$ cat config.mk
export PLATFORM = sky130hd
export DESIGN_NAME = reconfig_mac_acc
export DESIGN_NICKNAME = d
export VERILOG_FILES = /design/src/rtl/reconfig_mac_acc.sv
export SDC_FILE = /design/constraint.sdc
export NUM_CORES = 1
export LEC_CHECK = 0
export CORE_MARGIN = 2
export CORE_UTILIZATION = 59
export DETAILED_ROUTE_END_ITERATION = 6
export GPL_ROUTABILITY_DRIVEN = 0
export GPL_TIMING_DRIVEN = 0
export HOLD_SLACK_MARGIN = 0.1
export PLACE_DENSITY = 0.85
export SKIP_LAST_GASP = 1
export SLEW_MARGIN = 10
export SYNTH_ARGS = -nofsm -noshare
export SYNTH_HDL_FRONTEND = slang
export SYNTH_SLANG_ARGS = --single-unit
$ cat constraint.sdc
create_clock -name clk -period 6 [get_ports clk]
set_input_delay 1.2 -clock clk [delete_from_list [all_inputs] [get_ports clk]]
set_output_delay 1.2 -clock clk [all_outputs]
set_load 0.01 [all_outputs]
$ cat src/rtl/reconfig_mac_acc.sv
`default_nettype none
// ============================================================================
//  Module   : reconfig_mac_acc
//  Purpose  : Frame accumulator that sits behind the reconfigurable constant
//             multiplier. It sums up to FRAME_LEN unsigned products per frame
//             into a wide accumulator. It then presents the frame sum, the
//             frame mode, the beat count and status flags on an output
//             valid/ready handshake.
//  Revision : 1.0  initial release
// ----------------------------------------------------------------------------
//  Parameters
//    DATA_W     width of an incoming product (multiplier output y)
//    ACC_W      accumulator / result width, must be > DATA_W
//    FRAME_LEN  products per frame, 2..256
//
//  Ports
//    clk        in   1       system clock, rising edge
//    rst_n      in   1       asynchronous active-low reset
//    in_valid   in   1       product beat valid
//    in_ready   out  1       block accepts a beat this cycle
//    in_data    in   DATA_W  product (unsigned)
//    in_mode    in   1       multiplier select used to make in_data
//    in_last    in   1       beat closes the current frame early
//    out_valid  out  1       frame result valid
//    out_ready  in   1       downstream accepts the result
//    out_data   out  ACC_W   frame sum
//    out_mode   out  1       mode latched on the first beat of the frame
//    out_count  out  9       beats in the frame (1..FRAME_LEN)
//    out_mixed  out  1       in_mode changed within the frame
//    out_ovf    out  1       accumulator carried out within the frame
//
//  Build option
//    RECONFIG_MAC_ACC_SAT_EN  when defined, a carry out clamps the
//                             accumulator to all-ones for the rest of the
//                             frame instead of wrapping. out_ovf is set in
//                             both builds.
// ============================================================================
module reconfig_mac_acc #(
  parameter int DATA_W    = 32,
  parameter int ACC_W     = 40,
  parameter int FRAME_LEN = 16
) (
  input  logic              clk,
  input  logic              rst_n,
  input  logic              in_valid,
  output logic              in_ready,
  input  logic [DATA_W-1:0] in_data,
  input  logic              in_mode,
  input  logic              in_last,
  output logic              out_valid,
  input  logic              out_ready,
  output logic [ACC_W-1:0]  out_data,
  output logic              out_mode,
  output logic [8:0]        out_count,
  output logic              out_mixed,
  output logic              out_ovf
);

  // Index of the beat that closes a full frame.
  localparam logic [8:0] C_CNT_LAST = 9'(FRAME_LEN - 1);

  typedef enum logic [0:0] {
    ST_ACC  = 1'b0,
    ST_HOLD = 1'b1
  } state_t;

  state_t            r_state;
  logic [ACC_W-1:0]  r_acc;
  logic [8:0]        r_cnt;
  logic              r_mode;
  logic              r_mixed;
  logic              r_ovf;

  logic              w_beat;
  logic              w_first;
  logic              w_close;
  logic [ACC_W-1:0]  w_data_ext;
  logic [ACC_W:0]    w_sum;
  logic              w_carry;
  logic [ACC_W-1:0]  w_acc_next;
  logic              w_mode_next;
  logic              w_mixed_next;
  logic              w_ovf_next;
  logic [8:0]        w_cnt_inc;

  // Only the ACC state takes beats. HOLD is the one-cycle-minimum bubble
  // while the result waits for the downstream handshake.
  assign in_ready   = (r_state == ST_ACC);
  assign w_beat     = in_valid && in_ready;
  assign w_first    = (r_cnt == 9'd0);
  assign w_cnt_inc  = r_cnt + 9'd1;

  // A frame closes on its FRAME_LEN-th beat or on an early in_last.
  // in_last on the final beat changes nothing.
  assign w_close    = w_beat && ((r_cnt == C_CNT_LAST) || in_last);

  assign w_data_ext = {{(ACC_W-DATA_W){1'b0}}, in_data};
  assign w_sum      = {1'b0, r_acc} + {1'b0, w_data_ext};
  assign w_carry    = w_sum[ACC_W];

`ifdef RECONFIG_MAC_ACC_SAT_EN
  // Once clamped, any non-zero addend carries again. A zero addend leaves
  // all-ones unchanged, so the clamp holds to the end of the frame.
  assign w_acc_next = w_carry ? {ACC_W{1'b1}} : w_sum[ACC_W-1:0];
`else
  assign w_acc_next = w_sum[ACC_W-1:0];
`endif

  // The first beat of a frame restarts the sticky flags and latches the
  // mode. Later beats only accumulate into the flags.
  assign w_mode_next  = w_first ? in_mode : r_mode;
  assign w_mixed_next = w_first ? 1'b0 : (r_mixed | (in_mode != r_mode));
  assign w_ovf_next   = (w_first ? 1'b0 : r_ovf) | w_carry;

  always_ff @(posedge clk or negedge rst_n) begin
    if (!rst_n) begin
      r_state   <= ST_ACC;
      r_acc     <= '0;
      r_cnt     <= 9'd0;
      r_mode    <= 1'b0;
      r_mixed   <= 1'b0;
      r_ovf     <= 1'b0;
      out_valid <= 1'b0;
      out_data  <= '0;
      out_mode  <= 1'b0;
      out_count <= 9'd0;
      out_mixed <= 1'b0;
      out_ovf   <= 1'b0;
    end else begin
      case (r_state)
        ST_ACC: begin
          if (w_beat) begin
            r_mode  <= w_mode_next;
            r_mixed <= w_mixed_next;
            r_ovf   <= w_ovf_next;
            if (w_close) begin
              // The closing beat is folded into the published result.
              // The running sum is discarded in the same cycle.
              out_data  <= w_acc_next;
              out_count <= w_cnt_inc;
              out_mode  <= w_mode_next;
              out_mixed <= w_mixed_next;
              out_ovf   <= w_ovf_next;
              out_valid <= 1'b1;
              r_acc     <= '0;
              r_cnt     <= 9'd0;
              r_state   <= ST_HOLD;
            end else begin
              r_acc <= w_acc_next;
              r_cnt <= w_cnt_inc;
            end
          end
        end
        ST_HOLD: begin
          // The out_* registers keep their values after the handshake.
          // They change only when the next frame closes.
          if (out_ready) begin
            out_valid <= 1'b0;
            r_state   <= ST_ACC;
          end
        end
        default: begin
          r_state <= ST_ACC;
        end
      endcase
    end
  end

endmodule
`default_nettype wire
* Word level (Yosys, flattened, before mapping) *
Cells that the tools add are included.

storage, ports and cells
  bits in registers = 106
  latch bits = 0
  memory bits (writable) = 0
  memory bits (read-only) = 0
  input bits = 38
  logic and storage cells = 42
  memories = 0

operators by class
  add/sub/neg operators = 2
  $mul = 0
  divide/modulo/power cells = 0
  order comparisons = 0
  eq/ne operators = 5
  shift operators = 0
  multiplexer cells = 13
  bitwise operators = 3
  reductions and logical operators = 7

operator list
  cell                                                                    number
  40-bit by 32-bit adder with 41-bit output                               1
  40-bit two-way mux                                                      1
  9-bit by 1-bit adder with 9-bit output (second input constant)          1
  9-bit by 4-bit equality test with 1-bit output (second input constant)  1
  9-bit logical NOT                                                       1
  1-bit two-way mux                                                       9
  9-bit two-way mux                                                       1
  3-bit AND reduction                                                     2
  2-bit by 1-bit != test with 1-bit output (second input constant)        2
  1-bit one-hot mux with 2 select lines                                   2
  1-bit logical AND                                                       2
  2-bit != test (second input constant)                                   1
  1-bit OR                                                                2
  2-bit AND reduction                                                     1
  1-bit logical OR                                                        1
  1-bit != test                                                           1
  1-bit NOT                                                               1

* Logic depth before layout (Yosys ltp) *
Gate-level depths: netlist of the first run.

  depth after elaboration = 6
  depth in mapped cells = 11
  depth with buffers taken out = 11

* Least setup slack after synthesis of the first run *
Ideal clock, no wire load.

  path kind = input to register
  from = input in_data[0]
  to = register out_data[34]
  arrival time = 3.458 ns
  data required time = 5.871 ns
  setup slack = 2.414 ns
  stages = 11
  buffers on the path = 0
  cell sequence = ha_1 -> fa_1 -> a21o_1 -> a22o_1 -> o31ai_2 -> o311a_4 -> a211oi_4 -> a21oi_2 -> nand3b_4 -> xor2_1 -> o21ai_1

between the ends
  word-level cells in the longest chain between the ends = 1

RTL lines
  element                                    RTL line  RTL
  start, declared                            47        input logic [DATA_W-1:0] in_data,
  40-bit by 32-bit adder with 41-bit output  98        assign w_sum = {1'b0, r_acc} + {1'b0, w_data_ext};
  end signal, assigned                       139       out_data <= w_acc_next;
  end, declared                              52        output logic [ACC_W-1:0] out_data,

No other way between the ends.
A chain may end at the register's enable or synchronous reset.

* Final worst setup path of the first run *
  from = input in_data[0]
  to = register out_data[24]

The elaborated chain is that of the path after synthesis.

==> results of run 1 <==
power breakdown:
group | switching, mW | internal [mW] | total [mW] | leakage, nW
sequential | 0.163 | 0.953 | 1.12 | 1.37
combinational | 0.946 | 0.784 | 1.73 | 1.92
clock | 0.247 | 0.163 | 0.410 | 0.0868
metrics by stage:
stage	cells	setup WS [ps]	util	hold slack, ps
floorplan	685	2410	-	448
global placement	912	-145	0.711	454
detailed placement	913	1620	0.714	462
CTS	929	1930	0.731	484
global route	929	1670	0.731	515
finish	929	1810	0.731	479
sequential cells by signal, summed over array words and instances, names as in the netlist:
| name | cells |
|---|---|
| r_ovf | 1 |
| out_mode | 1 |
| r_state | 1 |
| r_acc | 40 |
| out_ovf | 1 |
| r_cnt | 9 |
| r_mode | 1 |
| r_mixed | 1 |
| out_mixed | 1 |
| out_valid | 1 |
| out_count | 9 |
| out_data | 40 |
layout by cell type (no fill, tap or decap), types with 5 or more instances in the layout:
| master | netlist | routed |
|---|---|---|
| buf_2 | 13 | 13 |
| nand3_1 | 12 | 12 |
| xor2_1 | 14 | 14 |
| ha_1 | 34 | 34 |
| xnor2_1 | 25 | 25 |
| a21o_1 | 13 | 13 |
| a22o_1 | 24 | 24 |
| dfrtp_1 | 106 | 106 |
| o21ai_1 | 7 | 7 |
| nand4_1 | 9 | 9 |
| a211oi_1 | 5 | 5 |
| mux2_2 | 12 | 12 |
| a21oi_1 | 42 | 42 |
| o21a_1 | 7 | 7 |
| nor2_1 | 32 | 32 |
| clkdlybuf4s50_1 | 0 | 90 |
| nand2_1 | 139 | 139 |
| clkbuf_8 | 0 | 10 |
| nor3_1 | 6 | 6 |
| o21ai_0 | 57 | 57 |
| o211ai_1 | 6 | 6 |
| inv_1 | 11 | 11 |
| and3_1 | 11 | 11 |
| o31ai_1 | 11 | 11 |
| clkbuf_1 | 27 | 29 |
layout make-up:
cell class | count | area, sq um
repair buffers | 92 | 940
clock inverters | 4 | 26.3
multi-input cells | 526 | 3360
well taps | 136 | 170
flip-flops and latches | 106 | 2650
fillers | 751 | 2770
clock buffers | 12 | 145
inverters | 11 | 41.3
plain buffers | 42 | 174
per-layer routing:
layer / vias to the layer above / GRT usage
li1: 2660 / -
met1: 2769 / 0.405
met2: 243 / 0.472
met3: 35 / 0.0468
met4: 0 / 0.120
met5: - / 0
cell families after synthesis:
kind of cell	count (synthesis)
AO/OA/AOI/OAI	208
XOR/XNOR	39
adder cells (fa/ha/maj)	35
buffers and inverters	53
flip-flops	106
multiplexers	12
AND/OR/NAND/NOR	232
worst max-delay path, delay by kind of cell:
kind                     cells  cell delay (ps)
XOR/XNOR                     1              100
AND/OR/NAND/NOR              1              210
adder cells (fa/ha/maj)      2              660
buffers and inverters        1              410
multiplexers                 1              270
AO/OA/AOI/OAI                6             1620
worst max path at each step:
stage                          start  depth (start not counted)            to  slack (ps)
after floorplan           in_data[0]                         11  out_data[34]        2410
after global placement         rst_n                          1   out_data[3]        -150
final                     in_data[0]                         12  out_data[24]        1810
after detailed placement  in_data[0]                         12  out_data[24]        1620
after CTS                 in_data[0]                         12  out_data[24]        1930
after global routing      in_data[0]                         12  out_data[24]        1670
==> reports/results.tsv, run 1 <==
metric	value	unit
Req. time, crit path	6290	ps
f_max	239	MHz
worst slew pin tran	714	ps
CP endpoint kind	flip-flop	
biggest area consumer among synthesized cells	dfrtp_1	
# hold bufs at CTS	0	
Synth Area in Simple Gates	0.167	
commonest cells in the netlist	nand2_1 (139), dfrtp_1 (106), o21ai_0 (57)	
number of synthesized flops with an enable pin	0	
Mapped Cells	685	
fin crit share	0.698	
Crit Path Max Fanout	3	
Layout Area Growth over Synthesis	20.6	%
Max Slew Vio Count	0	
main combinational cell family by area after synthesis	compound AO/OA/AOI/OAI gates	
ys flop type	dfrtp_1	
max incr delay on CP	520	ps
Met3 Wirelength	1130	um
DP Area	7340	sq um
DPL Wire Length	11900	um
headroom to the max-slew limit	0.524	
worst r2r src	r_acc[0]	
CTS tree	yes	
initial antenna violation count	0	
synthesized net count	758	
DR vias/cell	6.14	
type of the worst min-delay path	reg2reg	
Vias	5707	
Synth Area in Adders	0.0715	
post_cts resized	0	
# DRC	0	
I/O pins	92	
wire length on met2	7580	um
P per Cell Area	434	nW/um^2
RSZ-0062 raised after global routing	no	
worst path cell trace	clkdlybuf4s50_1, ha_1, fa_1, a21o_1, a221oi_1, o21ai_1, a21oi_1, a211oi_1, o21ai_0, nor2b_1, xnor2_1, mux2_2	
Register-to-Register Path Depth	11	
yosys warns	0	
Inserted Clock Buffers	9	
GRT Overall Usage	0.296	
number of global-route vias before repair	5583	
Netlist Area Pre-Place	6230	sq um
nets@finish	861	
mux cell area share after synthesis	0.0217	
drt wl/cell	17.4	um
Reg2Reg Setup Slack	2660	ps
first-pass GRT wire length	26800	um
share of layout cells above drive strength 1	0.0694	
setup bufs post-CTS	0	
Root Driver	clkbuf_8	
Post-Route WL	16100	um
H-tree depth	3	
clk_skew	11.9	ps
Distinct cells, synth	58	
ys async rst share	1.00	
status	finished, final reports clean	
GRT overflow	0	
highest metal used	met4	
CP Launch Type	input pin	
TNS Setup	0	ps
most numerous cell in the Yosys netlist	nand2_1	
Buffers on Ports	91	
reg2reg end	out_data[24]	
Hold Path End	out_data[16]	
Hold Path Cell Cnt	2	
metal1 wirelength	7030	um
Final setup viols	0	
clk_lat worst skew	390	ps
Final Hold Violating Endpoints	0	
Seq/Total Area, Yosys	0.426	
Leakage	3.37	nW
Antenna Nets Post-Route	0	
WP data arrival	4470	ps
critical path class	in2reg	
clock sink total	106	
maximum root-to-sink buffer count	2	
Die Ht	107	um
synth top area cells	dfrtp_1 (43%), nand2_1 (8.4%), ha_1 (6.8%), o21ai_0 (4.6%), xnor2_1 (3.5%)	
syn avg cell area	9.09	sq um
initial drt markers	424	
fin crit period	4190	ps
Synth Area in Compound Gates	0.224	
Peak VDD IR	0.257	mV
Slowest-stage cell, CP	a221oi_1	
flops & latches, synth	106	
Die X	107	um
initial core utilization	0.606	
core area	10300	sq um
Finished Cell Area	7510	sq um
die area	11400	sq um
ant diodes	0	
Pre-antenna DRT Iters	5	
row cnt	37	
Synth Area in XOR/XNOR	0.0549	
Clk pin slew, worst setup/hold paths	100	ps
Hold Path Origin	out_data[16]	
post-synth top area share	0.426	
max cap viols	0	
Total Power	3.26	mW
largest net degree at the start of global routing	77	
Power figures use the tool's default switching activity.
==> inputs of run 2 (changes only) <==
CORE_UTILIZATION = 55   (was 59)
PLACE_DENSITY = 0.8   (was 0.85)
clock period = 4.3 ns   (was 6 ns; I/O delays follow)
==> run 2 against run 1 <==
Core utilization shrank 3.3 points. Total power up 47%. Clock power grew 98%. Largest power group unchanged. First-iteration DRC count up 5.0%. Die area increased by 7.0%.
==> reports/results.tsv, run 2 (synthesis gave the netlist of run 1 again) <==
metric	value	unit
multi-input logic area	3360	sq um
Inserted Clock Buffers	9	
ant diodes	0	
Post-Route WL	16300	um
Die X	110	um
pre-CTS setup slack	206	ps
GRT Overall Usage	0.270	
CP Launch Type	input pin	
total placed cells including tap cells	917	
core area	10900	sq um
Max Slew Vio Count	0	
filler cell count in the final layout	833	
max cap viols	0	
Setup crit start	in_data[0]	
Req. time, crit path	4530	ps
initial antenna violation count	0	
TNS Setup	0	ps
Antenna Nets Post-Route	0	
Reg2Reg Setup Slack	1010	ps
Die Ht	110	um
Pre-antenna DRT Iters	7	
Non-Filler Instances	933	
clk_skew	8.10	ps
CP endpoint kind	flip-flop	
fin crit period	3870	ps
Global Route met2 Usage	0.418	
drt wl/cell	17.5	um
initial drt markers	445	
Total Power	4.79	mW
most frequent cells in the layout	nand2_1 (139), dfrtp_1 (106), clkdlybuf4s50_1 (90), o21ai_0 (57), a21oi_1 (42)	
critical path class	in2reg	
Vias	5647	
Crit Path Max Fanout	3	
Peak VDD IR	0.307	mV
f_max	258	MHz
Root Driver	clkbuf_16	
I/O pins	92	
headroom to the max-slew limit	0.457	
end of the critical path	out_data[24]	
GRT overflow	0	
maximum root-to-sink buffer count	2	
H-tree depth	3	
Final Hold Violating Endpoints	0	
PnR worst setup slack	426	ps
CTS tree	yes	
post_cts resized	0	
Clk pin slew, worst setup/hold paths	70	ps
Register-to-Register Path Depth	11	
# DRC	0	
reg2reg end	out_data[24]	
GRT Max-Usage Layer	met2	
met1 GRT Util	0.376	
met3 GRT Util	0.0488	
Buffers on Ports	91	
number of global-route vias before repair	5580	
FF+latch area	2650	sq um
WP data arrival	4110	ps
RSZ-0062 raised after global routing	no	
DPL Wire Length	11800	um
fin crit share	0.901	
# hold bufs at CTS	0	
Leakage	3.42	nW
Layout Area Growth over Synthesis	22.5	%
status	finished, final reports clean	
most common cell after layout, fill and taps aside	nand2_1	
initial core utilization	0.569	
biggest regs	out_data (40), r_acc (40)	
die area	12200	sq um
largest net degree at the start of global routing	74	
setup bufs post-CTS	0	
Final setup viols	0	
first-pass GRT wire length	27200	um
clk_lat worst skew	350	ps
worst r2r src	r_acc[0]	
row cnt	38	
worst slew pin tran	814	ps
P per Cell Area	628	nW/um^2
DR vias/cell	6.05	
clock sink total	106	
share of layout cells above drive strength 1	0.0694	
type of the worst min-delay path	in2async	
nets@finish	861	
==> run 2: changes by cell type in the layout (fill, tap and decap cells not counted), sizes merged <==
cell      delta
bufinv       +1
clkbuf       -1
clkinvlp     +1
inv          -1
==> run 2: power by group <==
| group | switching (mW) | internal, mW |
|---|---|---|
| combinational | 1.32 | 1.09 |
| clock | 0.362 | 0.450 |
| sequential | 0.229 | 1.33 |
| total | 1.92 | 2.88 |
==> run 2: layer usage <==
metal  vias up  wire (um)
li1       2656          -
met1      2696       7140
met2       257       7610
met3        38       1190
met4         0        404
met5         -          0
==> run 2: worst max-delay path, cell delays in order <==
cell	delay (ps)
clkdlybuf4s50_1	430
ha_1	240
fa_1	420
a21o_1	230
a221oi_1	450
o21ai_1	230
a21oi_1	290
a211oi_1	100
o21ai_0	270
nor2b_1	200
xnor2_1	100
mux2_2	270
==> run 2: cell type report <==
class                           instances  share of cell area
Buffer                                 42              0.0228
Clock buffer                           11              0.0305
Clock inverter                          5             0.00722
Inverter                               11             0.00541
Multi-Input combinational cell        526               0.440
Sequential cell                       106               0.348
Tap cell                              140              0.0230
Timing Repair Buffer                   92               0.123
==> run 2: worst min-delay path by stage <==
stage                 startpoint      endpoint  slack [ps]  depth (start not counted)
finish                     rst_n  out_data[13]         390                          1
CTS                        rst_n  out_data[13]         400                          1
detailed placement  out_data[37]  out_data[37]         460                          2
global placement    out_data[39]  out_data[39]         450                          2
floorplan                  r_ovf         r_ovf         450                          2
global route               rst_n  out_data[13]         410                          1
==> run 2: stage by stage <==
step                       util  cell area, sq um  hold WS (ps)
final                     0.698              7630           392
after global routing      0.698              7630           415
after CTS                 0.698              7630           403
after detailed placement  0.671              7340           459
after global placement    0.669              7310           454
after floorplan               -              6230           448
==> inputs of run 3 (changes only) <==
CORE_UTILIZATION = 36   (was 55)
CTS_CLUSTER_DIAMETER = 80   (was default)
CTS_CLUSTER_SIZE = 8   (was default)
PLACE_DENSITY = 0.56   (was 0.8)
==> run 3 against run 2 <==
Global-route usage is 7.6 points lower. Critical endpoint unchanged. First-iteration DRC count is 21% lower. Largest cell class unchanged. Final area rose by 1.7%. Fmax rose by 2.3%. Non-clock buffer count unchanged. Worst setup slack better by 86 ps. Sequential power is essentially flat. Wire length increased by 4.6%.
==> reports/results.tsv, run 3 (synthesis gave the netlist of run 1 again) <==
metric	value	unit
number of global-route vias before repair	5372	
Pre-antenna DRT Iters	4	
CP Launch Type	input pin	
clock sink total	106	
Max Slew Vio Count	0	
most common cell after layout, fill and taps aside	nand2_1	
Reg2Reg Setup Slack	1050	ps
core area	17100	sq um
post_cts resized	0	
combinational power share	0.493	
I/O pins	92	
total placed cells including tap cells	1002	
CP endpoint kind	flip-flop	
GRT overflow	0	
Root Driver	clkbuf_16	
Inserted Clock Buffers	9	
sw frac	0.391	
share of layout cells above drive strength 1	0.0668	
f_max	264	MHz
max cap viols	0	
nets@finish	861	
Cell Int Power	2.95	mW
TNS Setup	0	ps
biggest regs	out_data (40), r_acc (40)	
Layout Area Growth over Synthesis	24.7	%
die area	18400	sq um
ant diodes	0	
initial drt markers	353	
row cnt	48	
maximum root-to-sink buffer count	2	
initial core utilization	0.364	
setup bufs post-CTS	0	
WP data arrival	4030	ps
Final setup viols	0	
P per Cell Area	625	nW/um^2
Slowest-stage cell, CP	a221oi_1	
worst slew pin tran	755	ps
Buffers on Ports	91	
clock power share	0.185	
RSZ-0062 raised after global routing	no	
reg2reg end	out_data[24]	
CTS tree	yes	
H-tree depth	3	
filler cell count in the final layout	1703	
Vias	5468	
Die X	136	um
initial antenna violation count	0	
Sw Pwr	1.90	mW
# DRC	0	
Req. time, crit path	4540	ps
Crit Path Max Fanout	3	
DPL Wire Length	12700	um
type of the worst min-delay path	in2async	
Die Ht	136	um
Non-Filler Instances	1018	
Seq pwr share	0.322	
DR vias/cell	5.37	
Leakage	3.44	nW
drt wl/cell	16.8	um
fin crit share	0.881	
headroom to the max-slew limit	0.497	
worst path cell trace	clkdlybuf4s50_1, ha_1, fa_1, a21o_1, a221oi_1, o21ai_1, a21oi_1, a211oi_1, o21ai_0, nor2b_1, xnor2_1, mux2_2	
Final Hold Violating Endpoints	0	
worst r2r src	r_acc[0]	
fin crit period	3790	ps
status	finished, final reports clean	
Clk pin slew, worst setup/hold paths	70	ps
critical path class	in2reg	
first-pass GRT wire length	27800	um
DP Area	7450	sq um
most frequent cells in the layout	nand2_1 (139), dfrtp_1 (106), clkdlybuf4s50_1 (90), o21ai_0 (57), a21oi_1 (42)	
Antenna Nets Post-Route	0	
# hold bufs at CTS	0	
Post-Route WL	17100	um
clk_lat worst skew	360	ps
Peak VDD IR	0.278	mV
GRT Overall Usage	0.194	
Finished Cell Area	7760	sq um
Register-to-Register Path Depth	11	
max incr delay on CP	470	ps
clk_skew	9.74	ps
largest net degree at the start of global routing	87	
[run 3: changes by cell type in the layout (fill, tap and decap cells not counted), sizes merged]
cell and change:
clkinvlp -2, clkinv -2, clkbuf +3, bufinv +1
[run 3: worst max-delay path, delay by kind of cell]
family,cells,cell delay [ps]
buffers and inverters,1,410
multiplexers,1,270
AO/OA/AOI/OAI,6,1550
adder cells (fa/ha/maj),2,640
AND/OR/NAND/NOR,1,200
XOR/XNOR,1,100
[run 3: through the flow]
step	power [mW]	setup WS [ps]	util	hold WS (ps)
2_1_floorplan	3.11	1050	-	448
3_3_place_gp	3.92	-1840	0.433	456
3_5_place_dp	3.96	141	0.435	462
4_1_cts	4.89	505	0.454	344
5_1_grt	5.22	300	0.454	352
6_report	4.85	512	0.454	343
[run 3: how the worst max path moves through the flow]
stage | startpoint | endpoint | slack, ps
finish | in_data[0] | out_data[24] | 510
global route | in_data[0] | out_data[24] | 300
CTS | in_data[0] | out_data[24] | 510
detailed placement | in_data[0] | out_data[24] | 140
global placement | rst_n | out_data[3] | -1840
floorplan | in_data[0] | out_data[34] | 1050
[run 3: final cells by class]
class	count	area (sq um)	share of cell area
Timing Repair Buffer	92	940	0.121
Clock buffer	14	254	0.0327
Inverter	11	41.3	0.00532
Sequential cell	106	2650	0.342
Tap cell	225	282	0.0363
Buffer	42	174	0.0224
Multi-Input combinational cell	526	3360	0.433
Clock inverter	2	60.1	0.00774
[run 3: power by group through the flow]
stage                     clock (mW)  sequential, mW  combinational (mW)
final                          0.897            1.56                2.39
after global routing           0.964            1.60                2.65
after CTS                      0.925            1.56                2.40
after detailed placement           0            1.58                2.38
after global placement             0            1.56                2.35
after floorplan                    0            1.61                1.51
[run 3: routing by layer]
metal  share of wire  GRT usage
met2            0.46      0.317
met5               0          0
met3           0.051     0.0400
met1            0.47      0.263
met4           0.018     0.0544
==> edit (flow settings as in run 3) <==
One comparison of `r_cnt` changes from == to >=.
--- a/src/rtl/reconfig_mac_acc.sv
+++ b/src/rtl/reconfig_mac_acc.sv
@@ -93,5 +93,5 @@
   // A frame closes on its FRAME_LEN-th beat or on an early in_last.
   // in_last on the final beat changes nothing.
-  assign w_close    = w_beat && ((r_cnt == C_CNT_LAST) || in_last);
+  assign w_close    = w_beat && ((r_cnt >= C_CNT_LAST) || in_last);
 
   assign w_data_ext = {{(ACC_W-DATA_W){1'b0}}, in_data};
Function: no difference found for any inputs over 4 cycles, from zero or initial values and one cycle with rst_n low; that may be too few to reach the edited logic, so the function may still have changed.
==> edit against run 3 <==
First-iteration DRC count fell by 17%; routed wire length fell by 2.1%; area after synthesis fell by 1.3%; sequential cell count did not move; total power rose by 3.6%; worst setup slack improved by 0.20 ns; final area fell by 1.0%; via count fell by 3.1%; critical endpoint is now out_data[28]$_DFFE_PN0P_; highest routed layer unchanged.
==> edit: results <==
global_route:
  use_met3: 0.0255
  grt_use_met2: 0.298
  grt_first_pass_wirelength_mm: 26.8
  grtUsageMet1: 0.266
  grt_usage: 0.189
place:
  dp_hpwl_mm: 12.6
  post_dp_cell_area_mm2: 0.00736
sta:
  finClkSkew_ns: 0.0103
  tightest_slew_ns: 0.956
setup_path:
  arrival_ns: 3.82
  crit_end: "out_data[28]$_DFFE_PN0P_"
  max_stage_delay_ns: 0.42
  crit_slowest_cell: "clkdlybuf4s50_1"
yosys:
  ys_types: 63
  synth_nets: 733
  syn-mean-instance-area_um2: 9.32
floorplan:
  die_w_um: 135
cells_and_area:
  fillCellCount: 1608
  buf_share: 0.144
  multi_input_cells: 512
  clock_area_frac: 0.0417
  signal_buffers: 125
drt:
  first_iter_violations: 294
  met1_length_mm: 8.02
  wl_met3_um: 652
status:
  status: "complete, no violations"
edit: cell types whose count changed after synthesis, sizes merged, moves of 6 or more:
cell    change
o21a        -6
clkbuf     -15
nand2      -24
a22o        -6
nand3      +10
and3        -6
buf         +6
a21oi       +8
edit: cells by family (layout without fill, tap and decap cells):
family / after synthesis / after routing / share of synthesized area
AOI/OAI and AO/OA: 200 / 200 / 0.211
muxes: 14 / 14 / 0.0254
and+or+nand+nor: 220 / 220 / 0.166
DFF: 106 / 106 / 0.431
buffers and inverters: 42 / 150 / 0.0326
xor gates and xnor gates: 43 / 43 / 0.0613
adders and majority gates: 35 / 35 / 0.0724
edit: power breakdown:
part | switching (mW) | internal, mW | total, mW
clock network | 0.431 | 0.471 | 0.902
registers | 0.211 | 1.33 | 1.54
logic | 1.43 | 1.15 | 2.58
edit: stage by stage:
step / TNS, ns / worst slack [ns]
final: 0 / 0.713
after global routing: 0 / 0.553
after CTS: 0 / 0.743
after detailed placement: 0 / 0.379
after global placement: -185.89 / -1.77
after floorplan: 0 / 1.33
